===== src/rtl/fifo_flops_status.sv =====
`default_nettype none
// ============================================================================
// Module   : fifo_flops_status
// Brief    : Flop-based synchronous FIFO with occupancy count, almost-full /
//            almost-empty thresholds and sticky overflow/underflow flags.
//            Define FIFO_FLOPS_FWFT_EN for first-word-fall-through reads.
// Revision : 1.0 - initial release
// ============================================================================
module fifo_flops_status #(
  parameter int depth    = 16,
  parameter int bits     = 16,
  parameter int AF_LEVEL = depth - 2,
  parameter int AE_LEVEL = 1
) (
  input  logic                       clk,
  input  logic                       rst,
  input  logic [bits-1:0]            Din,
  input  logic                       push,
  input  logic                       pop,
  input  logic                       clr_err,
  output logic [bits-1:0]            Dout,
  output logic                       full,
  output logic                       pndng,
  output logic [$clog2(depth+1)-1:0] count,
  output logic                       almost_full,
  output logic                       almost_empty,
  output logic                       overflow,
  output logic                       underflow
);

  localparam int c_PW = (depth > 1) ? $clog2(depth) : 1;
  localparam int c_CW = $clog2(depth + 1);

  logic [bits-1:0] r_mem [depth];
  logic [c_PW-1:0] r_wp;
  logic [c_PW-1:0] r_rp;
  logic [c_CW-1:0] r_count;
  logic            r_overflow;
  logic            r_underflow;

  logic            w_full;
  logic            w_pndng;
  logic            w_wr;
  logic            w_rd;

  assign w_full  = (r_count == c_CW'(depth));
  assign w_pndng = (r_count != '0);
  // At full a concurrent pop frees the slot the push fills.
  assign w_wr    = push && (!w_full || pop);
  assign w_rd    = pop && w_pndng;

  always_ff @(posedge clk) begin
    if (w_wr) begin
      r_mem[r_wp] <= Din;
    end
  end

  always_ff @(posedge clk or posedge rst) begin
    if (rst) begin
      r_wp <= '0;
      r_rp <= '0;
    end else begin
      if (w_wr) begin
        r_wp <= (r_wp == c_PW'(depth - 1)) ? '0 : r_wp + 1'b1;
      end
      if (w_rd) begin
        r_rp <= (r_rp == c_PW'(depth - 1)) ? '0 : r_rp + 1'b1;
      end
    end
  end

  always_ff @(posedge clk or posedge rst) begin
    if (rst) begin
      r_count <= '0;
    end else begin
      case ({w_wr, w_rd})
        2'b10:   r_count <= r_count + 1'b1;
        2'b01:   r_count <= r_count - 1'b1;
        default: r_count <= r_count;
      endcase
    end
  end

  // A new error in the same cycle as clr_err keeps the flag set.
  always_ff @(posedge clk or posedge rst) begin
    if (rst) begin
      r_overflow  <= 1'b0;
      r_underflow <= 1'b0;
    end else begin
      if (push && w_full && !pop) begin
        r_overflow <= 1'b1;
      end else if (clr_err) begin
        r_overflow <= 1'b0;
      end
      if (pop && !w_pndng) begin
        r_underflow <= 1'b1;
      end else if (clr_err) begin
        r_underflow <= 1'b0;
      end
    end
  end

`ifdef FIFO_FLOPS_FWFT_EN
  assign Dout = w_pndng ? r_mem[r_rp] : '0;
`else
  logic [bits-1:0] r_dout;

  always_ff @(posedge clk or posedge rst) begin
    if (rst) begin
      r_dout <= '0;
    end else if (w_rd) begin
      r_dout <= r_mem[r_rp];
    end
  end

  assign Dout = r_dout;
`endif

  assign full         = w_full;
  assign pndng        = w_pndng;
  assign count        = r_count;
  assign almost_full  = (r_count >= c_CW'(AF_LEVEL));
  assign almost_empty = (r_count <= c_CW'(AE_LEVEL));
  assign overflow     = r_overflow;
  assign underflow    = r_underflow;

endmodule
`default_nettype wire


===== config.mk =====
export PLATFORM = sky130hd
export DESIGN_NAME = fifo_flops_status
export DESIGN_NICKNAME = d
export VERILOG_FILES = /design/src/rtl/fifo_flops_status.sv
export SDC_FILE = /design/constraint.sdc
export NUM_CORES = 1
export LEC_CHECK = 0
export CAP_MARGIN = 15
export CORE_UTILIZATION = 50
export CTS_CLUSTER_SIZE = 20
export DETAILED_ROUTE_END_ITERATION = 12
export GPL_TIMING_DRIVEN = 1
export HOLD_SLACK_MARGIN = 0.06
export PLACE_DENSITY = 0.68
export SYNTH_ARGS = -nofsm -noshare
export SYNTH_HDL_FRONTEND = slang
export SYNTH_SLANG_ARGS = --single-unit

===== constraint.sdc =====
create_clock -name clk -period 3.6 [get_ports clk]
set_input_delay 0.9 -clock clk [delete_from_list [all_inputs] [get_ports clk]]
set_output_delay 0.9 -clock clk [all_outputs]
set_load 0.01 [all_outputs]

==> metrics.md <==
| Metric | Value |
|---|---|
| Vias post-DR | roughly 6,000 |
| Most frequent cells in the layout | 256 x edfxtp_1, 97 x mux2i_1, 47 x clkdlybuf4s50_1 |
| PortBufs | 47 |
| Hold Crit Start | underflow$_DFFE_PP0P_ |
| Initial antenna violation count | 0 |
| Static leakage | 4.562 nW |
| Post-Syn Area | approximately 11,000 sq um |
| Slew @ Worst Pin | 1000 ps |
| Antenna Cells | 0 |
| Most used DFF post-synth | edfxtp_1 |
| Layout cells sized above 1 | a little over an eighth |
| FP Rows | 54 |
| Status | finished, violations left |
| Worst Setup SP | count[0]$_DFFE_PP0P_ |
| Reg2Reg Launch Point | r_rp[3]$_DFFE_PP0P_ |
| Area delta synth->final | 16.03% |
| DRC Markers | 10 |
| Post-synth cell types | 42 |
| DIE HEIGHT | 152.1 um |
| Placed cells | 955 |
| Layout Nets | 738 |
| Placed instance area | about 12,000 sq um |
| Power Dens Cells | 776.8 nW/um^2 |
| Clock sinks | around 290 |
| Vias in the first global route | 6,043 |
| DR pass1 iterations | 9 |
| Root buffer cell | clkbuf_16 |
| HP Class | flip-flop to flip-flop |
| Ys async rst share | between 10% and 20% |
| Maxcap violations | 0 |
| Top delay family on crit path | buffers and inverters |
| Final Non-Filler Cells | about 1,000 |
| Die width | around 150 um |
| Tot Pwr | 10.15 mW |
| TritonCTS buffer count | 29 |
| Skew-Pair Late Insertion Delay | about 530 ps |
| Fin util | 59.50% |
| Core box area | 21,960 sq um |
| Fillers | 1,552 |
| Total Neg Setup Slack | 0 ps |
| Initial Utilization | 51.28% |
| Number of enable flip-flop cells after synthesis | 256 |
| WL final | ~24,000 um |
| Setup bufs post-CTS | 0 |
| Critical path's slowest cell | clkdlybuf4s50_1 |
| Critical Path RT | 2700 ps |
| WP buf/inv | 2 |
| Final period util | roughly nine tenths |
| Routed Antenna Nets | 0 |
| Final hold violations | 0 |
| # resized after CTS | 0 |
| Clk buf depth | 3 |
| Total congestion overflow | 0 |
| Critical-path cell list | inv_1 > ha_1 > or4b_4 > clkdlybuf4s50_1 |
| FF+latch count, synth | about 290 |
| Fraction of the yosys area taken by sequential cells | 75.16% |
| DIE AREA | 23,120 sq um |
| H-Tree Depth | 1 |
| I/O Pins | 48 |
| First-pass GRT wire length | approximately 36,000 um |
| Synthesized net count | 673 |
| CTS tree | yes |
| Hold Buf Count CTS | 0 |
| Area of the multi-input gates | 2587 sq um |
| HPWL after DPL | 15,360 um |
| Final setup violation count | 0 |
| Drt wl/cell | 23.75 um |
| Highest clock rate | 311.3 MHz |
| Crit. End Element | output pin |
| RSZ-0062 raised after global routing | no |
| Average size of a mapped cell | around 18 sq um |
| Startpoint Class | flip-flop |
| Initial drt markers | between 400 and 500 |
| FF/Latch Area | 8467 sq um |
| CP max FO | 7 |
| VDD IR max | 0.4897 mV |
| Yosys warning count | 0 |
| Post-route cell area | roughly 13,000 sq um |
| Worst EP arrival | 2310 ps |
| Crit path kind | flip-flop to output pin |
| Most common cell after layout, fill and taps aside | edfxtp_1 |
| Gpl congestion | 0.7991 |
| Clk slew on worst S/H paths | approximately 60 ps |
| Synthesized instance count | about 640 |
| Crit path largest cell delay | 490 ps |
| Global Route Usage Sum | 21.18% |
| Slew headroom | 33.33% |
| Largest net degree at the start of global routing | 39 |
| Clock Skew | 7.321 ps |
| Post-layout min period | 3213 ps |
| Max Transition Viols Final | 0 |
| Vias per cell | 5.889 |
| Violations in the final reports | DRC |
## cell type report
class	instances	area share [%]
Inverter	9	0.2586
Tap cell	280	2.681
Clock buffer	38	6.043
Multi-Input combinational cell	309	19.80
Clock inverter	15	1.484
Timing Repair Buffer	70	4.922
Sequential cell	287	64.81
## routing by layer
| metal | part of all wire (%) | up-vias | GRT usage, % |
|---|---|---|---|
| met5 | 0 | - | 0 |
| met4 | 2.5 | 0 | 6.365 |
| met3 | 7.2 | 43 | 5.533 |
| met2 | 50 | 200 | 35.25 |
| met1 | 41 | 3034 | 27.48 |
| li1 | - | 2659 | - |
## state kept, by name, summed over array words and instances, names as in the netlist
| name | flops |
|---|---|
| Dout | 16 |
| count | 5 |
| overflow | 1 |
| r_mem | 256 |
| r_rp | 4 |
| r_wp | 4 |
| underflow | 1 |
## cell families (layout without fill, tap and decap cells)
family	count (synthesis)	in the layout	share of synthesized area [%]
mux	115	115	12.09
fa+ha+maj	11	11	1.222
flops	287	287	75.16
compound gates	96	96	5.601
buf+inv	45	132	2.078
xor+xnor	7	7	0.5445
simple gates	80	80	3.300
## Yosys cell counts, types with 2 or more instances
| cell type | instances | area share, % |
|---|---|---|
| a21oi_1 | 2 | 0.089 |
| a221oi_1 | 16 | 1.2 |
| a31oi_1 | 18 | 1.0 |
| a32o_1 | 2 | 0.18 |
| buf_1 | 2 | 0.067 |
| buf_2 | 12 | 0.53 |
| buf_4 | 5 | 0.33 |
| buf_6 | 4 | 0.40 |
| clkbuf_1 | 12 | 0.40 |
| dfrtp_1 | 31 | 6.9 |
| edfxtp_1 | 256 | 68 |
| ha_1 | 11 | 1.2 |
| inv_1 | 8 | 0.27 |
| mux2_4 | 2 | 0.27 |
| mux2i_1 | 97 | 8.6 |
| mux4_2 | 16 | 3.2 |
| nand2_1 | 9 | 0.30 |
| nand2b_1 | 3 | 0.17 |
| nand3_1 | 5 | 0.22 |
| nand3b_1 | 2 | 0.13 |
| nor2_1 | 47 | 1.6 |
| nor2b_1 | 3 | 0.17 |
| nor3_1 | 4 | 0.18 |
| o211ai_1 | 2 | 0.13 |
| o21ai_0 | 19 | 0.84 |
| o22ai_1 | 32 | 1.8 |
| xnor2_1 | 4 | 0.31 |
| xor2_1 | 3 | 0.23 |
## report_power, final
group          leakage, nW  switching [mW]  internal [mW]
clock network        0.483            1.20           1.84
logic                 1.41            1.39           1.20
registers             2.67           0.466           4.05
## path summary, 6_finish.rpt
| kind | to | slack, ps | depth (start not counted) |
|---|---|---|---|
| worst min-delay path | underflow$_DFFE_PP0P_ | 490 | 1 |
| worst max-delay path | pndng | 390 | 4 |
| min in group asynchronous | overflow$_DFFE_PP0P_ | 760 | 3 |
| worst min register to register | underflow$_DFFE_PP0P_ | 490 | 1 |
| max in group asynchronous | r_rp[2]$_DFFE_PP0P_ | 2520 | 3 |
| worst max register to register | Dout[4]$_DFFE_PP0P_ | 870 | 4 |
## through the flow
stage	hold slack, ps	setup slack [ps]
2_1_floorplan	521.1	717.7
3_3_place_gp	470.7	744.3
3_5_place_dp	480.6	675.3
4_1_cts	494.8	358.8
5_1_grt	531.0	279.6
6_report	490.1	387.2
No activity file was read; power rests on OpenSTA's default activity.
